**src/rtl/ul8_register.sv**
```systemverilog
// Loadable UL8 datapath register: captures data_in on a rising clk edge when load is high, else holds.
// One-edge load latency, no backpressure; define UL8_REGISTER_CLR_EN to add a synchronous clr with priority over load.
module ul8_register #(
  parameter int               WIDTH       = 8,
  parameter logic [WIDTH-1:0] RESET_VALUE = {WIDTH{1'b0}}
) (
  input  logic             clk,
  input  logic             resetn,
  input  logic [WIDTH-1:0] data_in,
  input  logic             load,
`ifdef UL8_REGISTER_CLR_EN
  input  logic             clr,
`endif
  output logic [WIDTH-1:0] data_out
);

  logic [WIDTH-1:0] r_data;
  logic [WIDTH-1:0] w_next;

  // Clear outranks load; with neither asserted the word is held.
  always_comb begin
    w_next = r_data;
`ifdef UL8_REGISTER_CLR_EN
    if (clr) begin
      w_next = RESET_VALUE;
    end else if (load) begin
      w_next = data_in;
    end
`else
    if (load) begin
      w_next = data_in;
    end
`endif
  end

  always_ff @(posedge clk or negedge resetn) begin
    if (!resetn) begin
      r_data <= RESET_VALUE;
    end else begin
      r_data <= w_next;
    end
  end

  assign data_out = r_data;

endmodule

```
**config.mk**
```make
export PLATFORM = sky130hd
export DESIGN_NAME = ul8_register
export DESIGN_NICKNAME = d
export VERILOG_FILES = /design/src/rtl/ul8_register.sv
export SDC_FILE = /design/constraint.sdc
export NUM_CORES = 1
export LEC_CHECK = 0
export ABC_CLOCK_PERIOD_IN_PS = 2250
export CAP_MARGIN = 0
export CORE_AREA = 2 2 39 41
export CTS_BUF_LIST = sky130_fd_sc_hd__clkbuf_4
export DETAILED_ROUTE_END_ITERATION = 10
export DIE_AREA = 0 0 41 43
export GPL_TIMING_DRIVEN = 1
export HOLD_SLACK_MARGIN = 0.02
export PLACE_DENSITY = 0.68
export SLEW_MARGIN = 20
export SYNTH_ARGS = -nofsm -noshare
export SYNTH_HDL_FRONTEND = slang
export SYNTH_SLANG_ARGS = --single-unit
```
**constraint.sdc**
```tcl
create_clock -name clk -period 2.25 [get_ports clk]
set_input_delay 0.45 -clock clk [delete_from_list [all_inputs] [get_ports clk]]
set_output_delay 0.45 -clock clk [all_outputs]
set_load 0.02 [all_outputs]
```
Word-level counts from Yosys, hierarchy flattened
Cells that the tools add are included.

word-level totals
  logic and storage cells = 1
  register bits after elaboration = 8
  output and inout bits = 8
  input port bits = 11

Longest topological paths before layout
  depth in word-level cells = 0
  gate-level depth with buffers = 2
  gate-level depth less buffers = 1

Worst setup path after synthesis
No wires, ideal clock.

  path kind = input -> register
  start point = in load
  end point = reg r_data[0], in the netlist data_out[0]
  path buffers = 1
  slack = 1.258 ns
  arrival = 0.867 ns
  library setup time = 0.125 ns
  cell stages on the path = 2
  data required time = 2.125 ns
  cells stage by stage = buf_6 > mux2_4

RTL lines
  item                    RTL line  source
  start: declaration      10        input logic load,
  end signal: assignment  40        r_data <= w_next;
  end: declaration        17        logic [WIDTH-1:0] r_data;

No word-level cell between the ends.

Final worst setup path
  start point = reg r_data[6], in the netlist data_out[6]
  end point = out data_out[6]

RTL lines
  item              RTL line  source
  end: declaration  14        output logic [WIDTH-1:0] data_out

No word-level cell between the ends.

==> results_dict.tcl <==
set metrics [dict create \
    status "finished, final reports clean" \
    setup_repair_after_global_routing_missed_its_margin "false" \
    synth_cells 17 \
    period_needed_ns 1.667 \
    grt-ovfl-total 0 \
    port_buffers 18 \
    timing.final.setup_violations 0 \
    timing.setup.tns_ns 0 \
    global_route_wire_length_before_repair_um 1166 \
    nets 50 \
    largest_register_ff_count 8 \
    yosysWarningCount 0 \
    ant_nets 0 \
    syn_area_per_cell_sq_um 19.50 \
    rr_endpoint "data_out[6]$_DFFE_PN0P_" \
    number_of_antenna_violations_at_the_first_check_in_global_routing 0 \
    initial_utilization_pct 23.96 \
    worstPathCellList "clkdlybuf4s50_1" \
    worst-endpoint-required_ns 1.80 \
    yosysTopAreaCellShare_pct 60.38 \
    avgRoutedWirePerCell_um 13.94 \
    netlist.top_cell.by_area "dfrtp_1" \
    die-area_sq_um 1763 \
    drive_above_1_share_pct 29.73 \
    criticalPathCategory "reg2out" \
    grt.met2_usage_pct 14.69 \
    synth_top_cells_by_area "dfrtp_1 (60%), mux2_4 (36%), buf_6 (3.4%)" \
    postSynth.topFlopCell "dfrtp_1" \
    cts.sinks 8 \
    max_transition_viols_final 0 \
    startpoint_kind_of_the_worst_setup_timing_path "flip-flop" \
    core_area_sq_um 1384 \
    totalPowerFinal_mw 0.3689 \
    timing.critical_path.from "data_out[6]$_DFFE_PN0P_" \
    final_hold_viol_count 0 \
    maxCapViolCount 0 \
    worst_setup_hold_path_clk_slew_ns 0.05 \
    fin_ws_ns 0.5826 \
    arrival_time_at_the_worst_endpoint_ns 1.22 \
    cts-hold-fix-buffers 0 \
    cts_resized 0 \
    fin_worst_skew_ns 0 \
    setup_slack_on_the_worst_flop_to_flop_path_ns 1.47 \
    library_cell_contributing_the_largest_single_delay_on_the_critical_path "clkdlybuf4s50_1" \
    cpLargestDelayFamily "buffers and inverters" \
    grt_use_total_pct 10.98 \
    cts_htree_levels 1 \
    chipWidth_um 41 \
    regToRegStartpoint "data_out[6]$_DFFE_PN0P_" \
    grt_max_degree 9 \
    holdWs_ns 0.4804 \
    synth_seq_area_share_pct 60.38 \
    timing.critical_path.slowest_cell_delay_ns 0.61 \
    stdcell_area_sq_um 543.0 \
    grt_busiest_layer "met2" \
    grt_pass1_vias 270 \
    min-delay-path-class "in2async" \
    endpoint "data_out[6]" \
    gr-usage-met3_pct 5.236 \
    tritoncts.num_buffers 3 \
    gr-usage-met1_pct 13.04 \
    cts_root_cell "clkbuf_4" \
    placement.cell_area_sq_um 520.5 \
    clock_tree.buffer_depth 2 \
    drt_pre_antenna_iters 1 \
    cts_post_setup_buffers_inserted 0 \
    drc_errors 0 \
    worstMarginPinSlew_ns 0.5214 \
    cts_tree "built" \
    slew_headroom_pct 65.13 \
    clk-insertion-delay-late_ns 0.24 \
    drt_iter0_markers 0 \
    ys_ff_latch 8 \
    power_density_nw_per_um2 679.4 \
    dp_hpwl_um 553.4 \
    worst_setup_path_end_kind "output port" \
    synth.top_cells.by_count "dfrtp_1 (8), mux2_4 (8), buf_6 (1)" \
    ir_worst_vdd_v 0.0002737 \
    num_io_pins 19 \
    die-height_um 43 \
    critical_path_depth 1 \
    placement_stage_worst_setup_slack_ns 0.5278 \
    synth.net_count 28 \
    detailroute.via_count 216 \
    antenna_cells 0 \
    synth.lib_cells_used.distinct 3 \
    wirelength_um 739 \
    std_cell_rows 14 \
    min_period_over_period_pct 74.10 \
    achievable-frequency_mhz 599.8 \
    netlist_area_sq_um 331.6 \
    critical_path_buf_inv_count 1 \
    timing.critical_path.fanout_max 2 \
    p_leak_nw 0.2434 \
    edff_count_synth 0 \
    reg2regPathDepth 1 \
    detail_route.vias_per_cell 4.075 \
    area_growth_syn_to_layout_pct 63.77 \
    synthArstFlopShare_pct 100.0 \
    gpl.final_weighted_congestion 0.6558 \
]
[layer usage]
metal	vias to the layer above	share of wire [%]	wire, um
met2	19	40	295
met4	0	1.8	13
met3	2	12	91
met1	97	46	338
met5	-	0	0
li1	98	-	-
[power by group]
part | internal, mW | switching [mW] | leakage (nW) | total (mW)
Clock | 0.0607 | 0.0442 | 0.0138 | 0.105
Combinational | 0.0603 | 0.0361 | 0.136 | 0.0964
Sequential | 0.159 | 0.00895 | 0.0935 | 0.168
Total | 0.280 | 0.0893 | 0.243 | 0.369
[cells in the final DEF (no fill, tap or decap)]
cell type / count
clkbuf_4: 3
clkdlybuf4s50_1: 18
dfrtp_1: 8
mux2_4: 8
[per-stage QoR]
step	utilization, %	instances
2_1_floorplan	-	17
3_3_place_gp	37.61	50
3_5_place_dp	37.61	50
4_1_cts	39.24	53
5_1_grt	39.24	53
6_report	39.24	53
[cell families (layout without fill, tap and decap cells)]
group / count (synthesis) / in the layout / synth area share, %
DFF: 8 / 8 / 60.38
muxes: 8 / 8 / 36.23
buffers and inverters: 1 / 21 / 3.396
[worst min path at each step]
stage / start / endpoint / slack [ns]
after CTS: resetn / data_out[5]$_DFFE_PN0P_ / 0.48
after detailed placement: data_out[4]$_DFFE_PN0P_ / data_out[4]$_DFFE_PN0P_ / 0.50
after global routing: resetn / data_out[3]$_DFFE_PN0P_ / 0.49
after floorplan: resetn / data_out[0]$_DFFE_PN0P_ / 0.15
final: resetn / data_out[3]$_DFFE_PN0P_ / 0.48
after global placement: data_out[3]$_DFFE_PN0P_ / data_out[3]$_DFFE_PN0P_ / 0.49
[final cells by class]
cell class / count / area, sq um
clock buffers: 3 / 22.52
fillers: 135 / 840.8
multi-input cells: 8 / 120.1
flip-flops and latches: 8 / 200.2
well taps: 16 / 20.02
repair buffers: 18 / 180.2
(Power assumes the default switching activity.)
